File: config.mk
export PLATFORM = sky130hd
export DESIGN_NAME = uart_boot_loader
export DESIGN_NICKNAME = d
export VERILOG_FILES = /design/src/rtl/uart_boot_loader.sv
export SDC_FILE = /design/constraint.sdc
export NUM_CORES = 1
export LEC_CHECK = 0
export CORE_UTILIZATION = 50
export DETAILED_ROUTE_END_ITERATION = 16
export DONT_BUFFER_PORTS = 1
export PLACE_DENSITY = 0.67
export REMOVE_ABC_BUFFERS = 1
export SYNTH_ARGS = -nofsm -noshare
export SYNTH_HDL_FRONTEND = slang
export SYNTH_SLANG_ARGS = --single-unit
File: constraint.sdc
create_clock -name clk -period 2.2 [get_ports clk]
set_input_delay 0.22 -clock clk [delete_from_list [all_inputs] [get_ports clk]]
set_output_delay 0.22 -clock clk [all_outputs]
set_load 0.02 [all_outputs]
File: src/rtl/uart_boot_loader.sv
// UART boot loader: receives a checksummed program image over uart_rx,
// writes it into instruction memory and holds the core in reset until it verifies.
module uart_boot_loader #(
  parameter int CLKS_PER_BIT = 868,
  parameter int ADDR_W       = 8,
  parameter int TIMEOUT_CLKS = 1000000
) (
  input  logic              clk,
  input  logic              rst,
  input  logic              uart_rx,
  output logic              im_we,
  output logic [ADDR_W-1:0] im_addr,
  output logic [31:0]       im_din,
  output logic              cpu_rst,
  output logic              done,
  output logic              err
);

  localparam int CW = $clog2(CLKS_PER_BIT);
  localparam int TW = $clog2(TIMEOUT_CLKS + 1);
  localparam logic [CW-1:0] HALF_M1 = CW'(CLKS_PER_BIT / 2 - 1);
  localparam logic [CW-1:0] FULL_M1 = CW'(CLKS_PER_BIT - 1);
  localparam logic [TW-1:0] TMO_M1  = TW'(TIMEOUT_CLKS - 1);
  localparam logic [ADDR_W:0] MAX_N = {1'b1, {ADDR_W{1'b0}}};

  typedef enum logic [1:0] {
    RX_IDLE, RX_START, RX_DATA, RX_STOP
  } rx_state_t;

  typedef enum logic [2:0] {
    S_SYNC, S_LEN, S_DATA, S_CSUM, S_DONE, S_ERR
  } ld_state_t;

  logic          rx_s1, rx_s2, rx_q;
  rx_state_t     rx_state, rx_next;
  logic [CW-1:0] clk_cnt;
  logic [2:0]    bit_cnt;
  logic [7:0]    shreg;
  logic          tick;
  logic          byte_valid, framing_err;

  always_ff @(posedge clk) begin
    if (rst) begin
      rx_s1 <= 1'b1;
      rx_s2 <= 1'b1;
      rx_q  <= 1'b1;
    end else begin
      rx_s1 <= uart_rx;
      rx_s2 <= rx_s1;
      rx_q  <= rx_s2;
    end
  end

  always_comb begin
    tick    = (rx_state == RX_START) ? (clk_cnt == HALF_M1)
                                     : (clk_cnt == FULL_M1);
    rx_next = rx_state;
    unique case (rx_state)
      RX_IDLE:  if (rx_q && !rx_s2) rx_next = RX_START;
      RX_START: if (tick) rx_next = rx_s2 ? RX_IDLE : RX_DATA;
      RX_DATA:  if (tick && bit_cnt == 3'd7) rx_next = RX_STOP;
      RX_STOP:  if (tick) rx_next = RX_IDLE;
      default:  rx_next = RX_IDLE;
    endcase
  end

  always_ff @(posedge clk) begin
    if (rst) rx_state <= RX_IDLE;
    else     rx_state <= rx_next;
  end

  always_ff @(posedge clk) begin
    if (rst) begin
      clk_cnt     <= '0;
      bit_cnt     <= '0;
      shreg       <= '0;
      byte_valid  <= 1'b0;
      framing_err <= 1'b0;
    end else begin
      byte_valid  <= 1'b0;
      framing_err <= 1'b0;
      clk_cnt     <= (rx_state == RX_IDLE || tick) ? '0 : clk_cnt + 1'b1;
      if (rx_state == RX_DATA && tick) begin
        shreg   <= {rx_s2, shreg[7:1]};
        bit_cnt <= bit_cnt + 1'b1;
      end
      if (rx_state == RX_STOP && tick) begin
        byte_valid  <= rx_s2;
        framing_err <= !rx_s2;
      end
    end
  end

  ld_state_t     state, next;
  logic [ADDR_W:0] idx, n_words, len_n;
  logic [7:0]    csum;
  logic [23:0]   word;
  logic [1:0]    bcnt;
  logic [TW-1:0] tmo;
  logic          active, timeout, last_byte;

  always_comb begin
    active    = state inside {S_LEN, S_DATA, S_CSUM};
    timeout   = active && !byte_valid && tmo == TMO_M1;
    len_n     = (shreg == 8'd0) ? MAX_N : (ADDR_W+1)'(shreg);
    last_byte = bcnt == 2'd3 && idx + 1'b1 == n_words;
    next      = state;
    unique case (state)
      S_SYNC, S_ERR: if (byte_valid && shreg == 8'hA5) next = S_LEN;
      S_LEN:   if (byte_valid) next = S_DATA;
      S_DATA:  if (byte_valid && last_byte) next = S_CSUM;
      S_CSUM:  if (byte_valid) next = (shreg == csum) ? S_DONE : S_ERR;
      S_DONE:  next = S_DONE;
      default: next = S_ERR;
    endcase
    if (active && (framing_err || timeout)) next = S_ERR;
  end

  always_ff @(posedge clk) begin
    if (rst) state <= S_SYNC;
    else     state <= next;
  end

  always_ff @(posedge clk) begin
    if (rst) begin
      idx     <= '0;
      n_words <= '0;
      csum    <= '0;
      word    <= '0;
      bcnt    <= '0;
      tmo     <= '0;
      im_we   <= 1'b0;
      im_addr <= '0;
      im_din  <= '0;
      cpu_rst <= 1'b1;
    end else begin
      im_we   <= 1'b0;
      cpu_rst <= state != S_DONE;
      // byte_valid lands one cycle after the stop midpoint, so count it
      if (byte_valid)  tmo <= TW'(1);
      else if (active) tmo <= tmo + 1'b1;
      else             tmo <= '0;
      if (byte_valid) begin
        case (state)
          S_SYNC, S_ERR: begin
            idx  <= '0;
            csum <= '0;
            bcnt <= '0;
          end
          S_LEN: n_words <= len_n;
          S_DATA: begin
            csum <= csum + shreg;
            bcnt <= bcnt + 1'b1;
            word <= {word[15:0], shreg};
            if (bcnt == 2'd3) begin
              im_we   <= 1'b1;
              im_addr <= idx[ADDR_W-1:0];
              im_din  <= {word, shreg};
              idx     <= idx + 1'b1;
            end
          end
          default: ;
        endcase
      end
    end
  end

  assign done = state == S_DONE;
  assign err  = state == S_ERR;

endmodule
---- After elaboration in Yosys (flattened, before gate mapping) ----
Index checks and enable logic that the tools add are counted.
storage, ports and cells
  register bits after elaboration ......... 145
  bits of input ports ..................... 3
  output and inout port bits .............. 44
  word-level logic and storage cells ...... 117
cells by class
  $add $sub $neg .......................... 6
  eq/ne operators ......................... 30
  multiplexer cells ....................... 22
  bitwise operators ....................... 4
  reduce and logical (&&, ||, !) cells .... 33
operator list
  operator                 count
  $add A20 B1 Y20 const B  1
  $eq A20 B20 Y1 const B   1
  $mux W9                  2
  $pmux W9 S2              1
  $pmux W8 S2              1
  $mux W3                  5
  $pmux W3 S5              1
  $ne A2 B2 Y1 const B     7
  $reduce_and A4 Y1        3
  $add A10 B1 Y10 const B  1
  $eq A10 B10 Y1 const B   1
  $eq A10 B9 Y1 const B    1
  $logic_and A1 B1 Y1      10
  $mux W2                  5
  $add A9 B1 Y9 const B    1
  $eq A3 B3 Y1 const B     3
  $eq A9 B9 Y1             1
  $add A8 B8 Y8            1
  $eq A8 B8 Y1             1
  $eq A8 B8 Y1 const B     1
  $logic_not A8 Y1         1
  $pmux W2 S4              1
  $reduce_or A2 Y1         4
  $eq A2 B2 Y1 const B     3
  21 further kinds         38

---- Longest topological paths before layout ----
Gate-level depths: netlist of the first run.
  depth after elaboration ................. 8
  depth in mapped cells ................... 9
  depth with buffers taken out ............ 8

---- Worst setup path after synthesis of the first run ----
OpenSTA, ideal clock, no wires.
  kind .................................... register -> register
  start point ............................. reg shreg[0]
  end point ............................... reg csum[6]
  library setup time ...................... 0.122 ns
  arrival ................................. 1.852 ns
  path slack .............................. 0.226 ns
  stages on the path, launching flop included .. 9
  cell sequence ........................... dfxtp_1 > ha_1 > fa_1 > a21o_1 > a21oi_1 > o21bai_1 > a21oi_1 > nor4_1 > a221o_1
on the way
  word-level cells in the longest chain between the ends .. 2
ends and longest elaborated chain
  what                    line  text
  start, declared         38    logic [7:0] shreg;
  start signal, assigned  84    shreg <= {rx_s2, shreg[7:1]};
  $add A8 B8 Y8           152   csum <= csum + shreg;
  $pmux W8 S2             144   case (state)
  end signal, assigned    152
  end, declared           96    logic [7:0] csum;
No other way between the ends.
A chain may end at the register's enable or synchronous reset.

---- Worst setup path in the final report of the first run ----
  start point ............................. reg byte_valid
  end point ............................... reg im_addr[4]
on the way
  word-level cells in the longest chain between the ends .. 1
ends and longest elaborated chain
  what                                line  text
  start, declared                     40    logic byte_valid, framing_err;
  start signal, assigned              88    byte_valid <= rx_s2;
  $reduce_and A3 Y1 (no source line)  --
  end signal, assigned                157   im_addr <= idx[ADDR_W-1:0];
  end, declared                       12    output logic [ADDR_W-1:0] im_addr,
No other way between the ends.

==> metrics, run 1 <==
nets=764; Slew Viols, Final=0; drt pass-1 iters=4; FMAX=478 MHz; status=finished, final reports clean; DRT Wirelength=13.0 mm; cell count of the worst reg-to-reg path=6; I/O pin cnt=47; nature of the critical path endpoint=flop; initial core utilization=51.3%; total grt overflow=0; antenna cells=0; Leak=2.49 nW; Routability Congestion=0.860; reg-to-reg slack, setup=0.11 ns; synthesized flop and latch total=145; maximum VDD drop=666 uV; Placement Setup Slack=0.145 ns; Tmin final=2.09 ns; layout cells sized above 1=8.68%; Final setup violation count=0; most instantiated library cell after synthesis=nand2_1; Register Area=0.00290 sq mm; clk_skew=0.00987 ns; Tot Pwr=5.81 mW; CP Class=reg2reg; buffer depth of the longest clock path=2; worst skew pair latency=0.42 ns; Synth area leaders=dfxtp_1 (47%), nand2_1 (10%), a21oi_1 (8.1%), nor2_1 (4.8%), xor2_1 (3.0%); critical path launch point type=flop; multi-input logic area=0.00299 sq mm; crit path DAT=2.46 ns; maximum fanout along the worst path=48; crit share post-route=95.1%; vias in the first global route=4,656; total number of vias=5,004; Post-DP HPWL=7.84 mm; Hold WC Path Type=in2reg; Worst setup endpoint=im_addr[4]; fillcell total=1,083; core area=0.0120 sq mm; Die Y=113 microns; Hold Violations, Final=0; RSZ-0062 raised after global routing=true; root buffer cell=clkbuf_16; P&R area growth vs syn=14.9%; Synth area leader=dfxtp_1; Initial DRC Count=322; Sink Count=145; synth warn=0; # Post-CTS Setup Buffers=0; Syn Area/Cell=8.22 sq um; final setup margin=0.109 ns; max_cap viols=0; total die area=0.0127 sq mm; reg-to-reg startpoint=byte_valid; Worst Setup SP=byte_valid; antenna violations before repair=0; post-synth top area share=47.3%; largest net degree at the start of global routing=107; CTS HTree Levels=4; total CTS buffers=17; post-synthesis cell count=746; sequential cell area fraction in the yosys report=47.3%; vias per cell=5.52; Main synth FF type=dfxtp_1; GR Util All Layers=21.8%; WL/cell=14.4 microns; worst-margin pin slew=0.895 ns; PortBufs=0; Yosys cell types=55; Worst Path Required=2.57 ns; Die X=113 microns; CTS tree=yes; end of the worst register-to-register path=im_addr[4]; EDFF count, synth=0; power density over the cells=824 mW/mm^2; DRC viols=0; row count=40; relative slew slack=39.9%; synth cell count leaders=nand2_1 (163), dfxtp_1 (145), a21oi_1 (99); Detail Route Antenna Nets=0; first-pass GRT wire length=22.0 mm; synthesized area=0.00613 sq mm; Post-synth ARST share=0%; clock transition at the registers of the reported paths=0.06 ns
==> routing by layer <==
metal | global-route usage (%) | vias up | wire, microns | part of all wire (%)
met5 | 0 | - | 0 | 0
met3 | 6.53 | 8 | 543 | 4.2
met4 | 6.93 | 0 | 98 | 0.75
li1 | - | 2518 | - | -
met2 | 35.0 | 91 | 6160 | 47
met1 | 28.3 | 2387 | 6230 | 48
==> timing repair <==
item                                   in CTS  in global routing
setup endpoints to repair                   0                  8
hold buffers                               10                  0
gates resized for setup                     0                  4
endpoints found under the hold margin     113                  0
==> flip-flops by register name (all words and copies together) (netlist names), 2 cells and up, named ones only <==
register  cells
bcnt          2
bit_cnt       3
clk_cnt      10
csum          8
idx           9
im_addr       8
im_din       32
n_words       9
shreg         8
state         3
tmo          20
word         24
==> placed cells by master, fill, tap and decap left out, drive strengths merged, types with 3 or more instances in the layout <==
cell type    instances
and4                 3
clkinvlp             5
dfxtp              145
buf                 19
ha                  13
inv                 13
dlygate4sd3          9
nor3                11
nor4b                4
nand4                6
or3                  9
and3                 6
nor4                11
bufinv               4
nand2              163
o21bai               3
nand3b               6
xor2                22
xnor2               19
nor2                79
o21ai               17
a22oi                7
nand3               22
mux2i               10
nand2b               3
or2                  4
nor3b                3
clkbuf              20
a21o                 4
a21oi               99
==> worst max-delay path: stages (launching register included) <==
cell	delay (ns)
dfxtp_1	0.57
nand3_1	0.27
nor2_4	0.16
buf_12	0.23
nand2_1	0.09
a21oi_1	0.15
dlygate4sd3_1	0.56
==> cells by family (layout without fill, tap and decap cells) <==
group	after synthesis	in the layout	share of synthesized area [%]
buffers and inverters	58	72	4.28
muxes	10	10	1.63
DFF	145	145	47.3
xor gates and xnor gates	41	41	5.98
AOI/OAI and AO/OA	143	143	13.3
and+or+nand+nor	335	335	24.5
adders and majority gates	14	14	2.98
==> area by class of cell <==
class                           count  share of cell area, %
Multi-Input combinational cell    543                   42.4
Tap cell                          147                   2.61
Clock inverter                     12                   2.56
Clock buffer                       20                   6.48
Inverter                           12                  0.639
Sequential cell                   145                   41.2
Timing Repair Buffer               28                   4.12
==> metrics by stage <==
stage	hold WS [ns]	TNS (ns)	cell area [sq um]	utilization, %	instances
6_report	0.0491	0	7050	58.9	907
3_5_place_dp	0.300	0	6280	52.5	865
5_1_grt	0.0341	-0.00218	7050	58.9	907
2_1_floorplan	0.287	-50.24	5920	-	700
4_1_cts	0.00947	0	7040	58.8	907
3_3_place_gp	0.298	0	6280	52.5	865
==> how the worst min path moves through the flow <==
stage / start / endpoint / cells after the start
2_1_floorplan: rst / bit_cnt[0] / 1
3_3_place_gp: rst / im_addr[0] / 1
3_5_place_dp: rst / im_addr[6] / 1
4_1_cts: rst / state[0] / 3
5_1_grt: rst / state[0] / 3
6_report: rst / state[0] / 3
==> power by group <==
group          switching (mW)  total, mW  internal (mW)  leakage (nW)
clock network            1.12       3.07           1.96         0.295
logic                  0.0582     0.0819         0.0236          1.03
registers              0.0160       2.65           2.63          1.17
total                    1.19       5.81           4.62          2.49
Note: power is estimated with default switching activity, not from simulation.
==> run 2: changes to the inputs <==
CAP_MARGIN = 20   (was unset)
CORE_MARGIN = 10   (was unset)
GPL_ROUTABILITY_DRIVEN = 0   (was unset)
==> run 2 against run 1 <==
Count of clock-buffer cells in the layout fell by 1. Combinational power rose by 11%. Total power fell by 2.9%. First-iteration DRC count fell by 16%. Fmax rose by 2.2%. Clock skew fell by 0.0027 ns. Register-to-register slack improved by 0.04 ns. Via count fell by 0.34%. Utilization fell by 0.46 points. Global-route usage fell by 5.6 points. Non-clock buffer count rose by 2. Sequential cell count did not move. Largest cell class unchanged.
==> metrics, run 2 (synthesis gave the netlist of run 1 again) <==
Hold WC Path Type=in2reg; max_cap viols=0 (unchanged); Detail Route Antenna Nets=0 (unchanged); FMAX=489 MHz (+2.2%); Hold Violations, Final=0 (unchanged); CTS tree=yes; DRT Wirelength=13.1 mm (+0.78%); crit path DAT=2.41 ns (-0.05 ns); Tot Pwr=5.64 mW (-2.9%); nature of the critical path endpoint=flop; RSZ-0062 raised after global routing=false; met2 routed WL=6.41 mm (+4.0%); worst-margin pin slew=0.855 ns (-0.0401 ns); critical path launch point type=flop; fillcell total=1,070 (-1.2%); CTS HTree Levels=4 (unchanged); wire length on met3=724 microns (+33%); maximum fanout along the worst path=16 (-67%); nets=766 (+0.26%); wl on met1=5.90 mm (-5.3%); layout cells sized above 1=8.67% (-0.011 points); first-pass GRT wire length=22.6 mm (+2.7%); Tmin final=2.05 ns (-0.0447 ns); CP Class=reg2reg; Largest regs=im_din (32), word (24), tmo (20); PortBufs=0 (unchanged); clock transition at the registers of the reported paths=0.06 ns (about the same); P&R area growth vs syn=14.5%; Die X=131 microns (+16%); # Post-CTS Setup Buffers=0 (unchanged); commonest non-fill, non-tap cells in the layout=nand2_1 (163), dfxtp_1 (145), a21oi_1 (98); Post-DP HPWL=8.43 mm (+7.5%); vias per cell=5.49 (-0.45%); core area=0.0120 sq mm (+0.42%); DRC viols=0 (unchanged); status=finished, final reports clean; buffer depth of the longest clock path=2 (unchanged); I/O pin cnt=47 (unchanged); Post-Layout Inst Area=0.00702 sq mm (-0.37%); total CTS buffers=17 (unchanged); initial core utilization=51.1% (-0.21 points); root buffer cell=clkbuf_16; Initial DRC Count=272 (-16%); Top reg by flops=im_din; vias in the first global route=4,883 (+4.9%); maximum VDD drop=546 uV (-18%); total die area=0.0171 sq mm (+34%); GR Util All Layers=16.2% (-5.6 points); power density over the cells=803 mW/mm^2 (-2.5%); Leak=2.49 nW (about the same); total grt overflow=0 (unchanged); clk_skew=0.00715 ns (-0.00272 ns); relative slew slack=42.6% (+2.7 points); antenna cells=0 (unchanged); largest net degree at the start of global routing=106 (-0.93%); row count=40 (unchanged); worst skew pair latency=0.42 ns (about the same); WL/cell=14.5 microns (+0.67%); crit share post-route=93.0% (-2.0 points); Final setup violation count=0 (unchanged); Sink Count=145 (unchanged); drt pass-1 iters=6 (+2); Slew Viols, Final=0 (unchanged); Worst Path Required=2.56 ns (about the same); Die Y=131 microns (+16%); most common cell after layout, fill and taps aside=nand2_1; area post-placement=0.00628 sq mm (about the same); Top Metal Used=met4; antenna violations before repair=0 (unchanged); total number of vias=4,987 (-0.34%); Largest register FFs=32 (unchanged)
==> run 2: final timing paths <==
check,cells after the start,slack [ns],endpoint,startpoint
max,6,0.15,word[17],state[2]
min,2,0.02,csum[7],rst
min reg2reg,1,0.41,rx_s2,rx_s1
max reg2reg,6,0.15,word[17],state[2]
==> run 2: metal layers <==
layer	global-route usage (%)	vias up
met3	4.79	10
li1	-	2518
met1	19.0	2365
met5	0	-
met4	7.06	0
met2	27.1	94
==> run 2: layout make-up <==
class	count	area [sq um]	area share [%]
clock buffers	19	443	6.31
inverters	12	45.0	0.641
multi-input cells	543	2990	42.6
flip-flops and latches	145	2900	41.3
clock inverters	12	159	2.26
well taps	147	184	2.62
repair buffers	30	299	4.26
==> run 2: through the flow <==
stage	TNS, ns	hold WS, ns	worst slack (ns)	instances	util, %
after floorplan	-50.24	0.287	-1.13	700	-
after global placement	0	0.305	0.207	866	52.3
after detailed placement	0	0.306	0.168	866	52.3
after CTS	0	0.00464	0.102	908	58.3
after global routing	0	0.0381	0.0221	908	58.5
final	0	0.0197	0.153	908	58.5
==> run 2: critical path, cell delays in order, from the launching register on <==
cell and delay [ns]:
dfxtp_1 0.57, nor2_2 0.12, nand3_1 0.18, buf_4 0.28
nand2_1 0.09, a21oi_1 0.17, dlygate4sd3_1 0.57
==> run 2: power by group <==
| group | switching, mW | leakage [nW] | internal (mW) |
|---|---|---|---|
| Sequential | 0.00659 | 1.17 | 2.63 |
| Clock | 1.10 | 0.289 | 1.81 |
| Combinational | 0.0643 | 1.03 | 0.0264 |
==> run 2: timing repair <==
action | in CTS | in global routing
hold buffers | 11 | 0
gates resized for setup | 0 | 5
endpoints found under the setup margin | 0 | 8
endpoints found under the hold margin | 113 | 0
==> run 3: changes to the inputs <==
DONT_BUFFER_PORTS = unset   (was 1)
HOLD_SLACK_MARGIN = 0.12   (was unset)
PLACE_DENSITY = 0.72   (was 0.67)
==> run 3 against run 2 <==
Final cell count is 3.5% higher. Global-route usage rose by 0.074 points. Worst setup slack got worse by 0.060 ns. Die area unchanged. Highest routed layer unchanged.
==> metrics, run 3 (synthesis gave the netlist of run 1 again) <==
Tot Pwr=5.66 mW (+0.28%); CTS tree=yes; Cells after DPL=909 (+5.0%); RSZ-0062 raised after global routing=false; hold buffer count at CTS=0 (-11); reg-to-reg startpoint=shreg[0]; antenna cells=0 (unchanged); hold path start=rst; most common cell after layout, fill and taps aside=nand2_1; WL/cell=13.9 microns (-3.8%); net switching power=1.14 mW (-2.4%); end of the worst register-to-register path=csum[6]; antenna violations before repair=0 (unchanged); Hold WC Path Type=in2reg; commonest non-fill, non-tap cells in the layout=nand2_1 (163), dfxtp_1 (144), a21oi_1 (98); Placement Setup Slack=0.105 ns (-0.0626 ns); sequential share of power=46.8% (about the same); vias per cell=5.36 (-2.4%); buffer depth of the longest clock path=2 (unchanged); nature of the critical path endpoint=primary output; Final setup violation count=0 (unchanged); Int Pwr=4.52 mW (+0.99%); DRT Wirelength=13.1 mm (-0.43%); DRC viols=0 (unchanged); fin cells=940 (+3.5%); CP Class=reg2out; total number of vias=5,037 (+1.0%); largest net degree at the start of global routing=81 (-24%); Post-DP HPWL=8.76 mm (+3.9%); first-pass GRT wire length=22.6 mm (+0.21%); layout cells sized above 1=7.82% (-0.85 points); maximum fanout along the worst path=12 (-4); Largest regs=im_din (32), word (24), tmo (20); worst skew pair latency=0.42 ns (about the same); max_cap viols=0 (unchanged); vias in the first global route=4,983 (+2.0%); Leak=2.58 nW (+3.7%); clk_skew=0.00683 ns (-0.000315 ns); # Post-CTS Setup Buffers=0 (unchanged); critical path launch point type=flop; crit path DAT=1.89 ns (-0.52 ns); Worst Setup SP=state[1]; Largest register FFs=32 (unchanged); maximum VDD drop=533 uV (-2.4%); Worst Path Required=1.98 ns (-0.58 ns); status=finished, final reports clean; Comb pwr share=1.5% (about the same); Die X=131 microns (unchanged); FMAX=475 MHz (-2.8%); PortBufs=46 (+46); total CTS buffers=17 (unchanged); Gates resized, CTS repair=1 (+1); relative slew slack=57.9% (+15 points); row count=40 (unchanged); nets=798 (+4.2%); Hold Violations, Final=0 (unchanged); Slew Viols, Final=0 (unchanged); final setup margin=0.0936 ns (-0.0597 ns); Initial DRC Count=428 (+57%); Total Neg Setup Slack=0 ns (unchanged); Top reg by flops=im_din; total grt overflow=0 (unchanged); P&R area growth vs syn=19.6%; reg-to-reg slack, setup=0.13 ns (-0.02 ns); worst-margin pin slew=0.627 ns (-0.228 ns); GR Util All Layers=16.3% (+0.074 points); clock transition at the registers of the reported paths=0.06 ns (about the same); Tmin final=2.11 ns (+0.0597 ns); initial core utilization=51.1% (unchanged); I/O pin cnt=47 (unchanged); switching share of power=20.2% (-0.56 points); core area=0.0120 sq mm (unchanged); Sink Count=145 (unchanged); Worst setup endpoint=done; CTS HTree Levels=4 (unchanged); total die area=0.0171 sq mm (unchanged); drt pass-1 iters=4 (-2); Clk pwr share=51.7% (about the same); cell count of the worst reg-to-reg path=8 (+2); crit share post-route=95.7% (+2.7 points); Die Y=131 microns (unchanged); Detail Route Antenna Nets=0 (unchanged); root buffer cell=clkbuf_16; power density over the cells=771 mW/mm^2 (-4.0%)
[run 3: cell types whose count changed in the layout (fill, tap and decap cells not counted), sizes merged]
cell,change
dlygate4sd3,-10
buf,-3
clkdlybuf4s50,+44
clkbuf,+2
dlymetal6s2s,+1
clkinv,-1
inv,-1
[run 3: critical path, cell delays in order (launching register included)]
cell and delay (ns):
dfxtp_1 0.42, nand2b_1 0.25, nor2_1 0.17, clkdlybuf4s50_1 0.63
[run 3: worst min-delay path by stage]
stage                     slack, ns    endpoint  cells past startpoint
final                          0.15    shreg[7]                      2
after global routing           0.15     csum[2]                      2
after CTS                      0.14     csum[2]                      2
after detailed placement       0.40       rx_s2                      1
after global placement         0.39       rx_s2                      1
after floorplan                0.29  bit_cnt[0]                      1
[run 3: power by group through the flow]
stage	Combinational (mW)	Sequential (mW)	Clock [mW]
after floorplan	0.0340	2.70	0
after global placement	0.0821	2.71	0
after detailed placement	0.0831	2.71	0
after CTS	0.0837	2.65	2.97
after global routing	0.0956	2.65	3.08
final	0.0833	2.65	2.92
[run 3: metal layers]
layer  wire [microns]  track usage, %  part of all wire, %
met1             5780            18.9                   44
met2             6430            27.1                   49
met3              651            5.40                  5.0
met4              208            7.00                  1.6
met5                0               0                    0
[run 3: cell type report]
type,instances,area (sq um)
flip-flops and latches,145,2900
multi-input cells,543,2980
clock inverters,10,134
well taps,147,184
repair buffers,62,618
clock buffers,21,470
fillers,1052,4680
inverters,12,45.0
[run 3: through the flow]
step                hold slack (ns)  instance area (sq um)  utilization [%]
CTS                           0.138                   7330             61.0
finish                        0.148                   7340             61.1
global placement              0.392                   6720             56.0
detailed placement            0.396                   6720             56.0
global route                  0.149                   7340             61.1
floorplan                     0.287                   5920                -
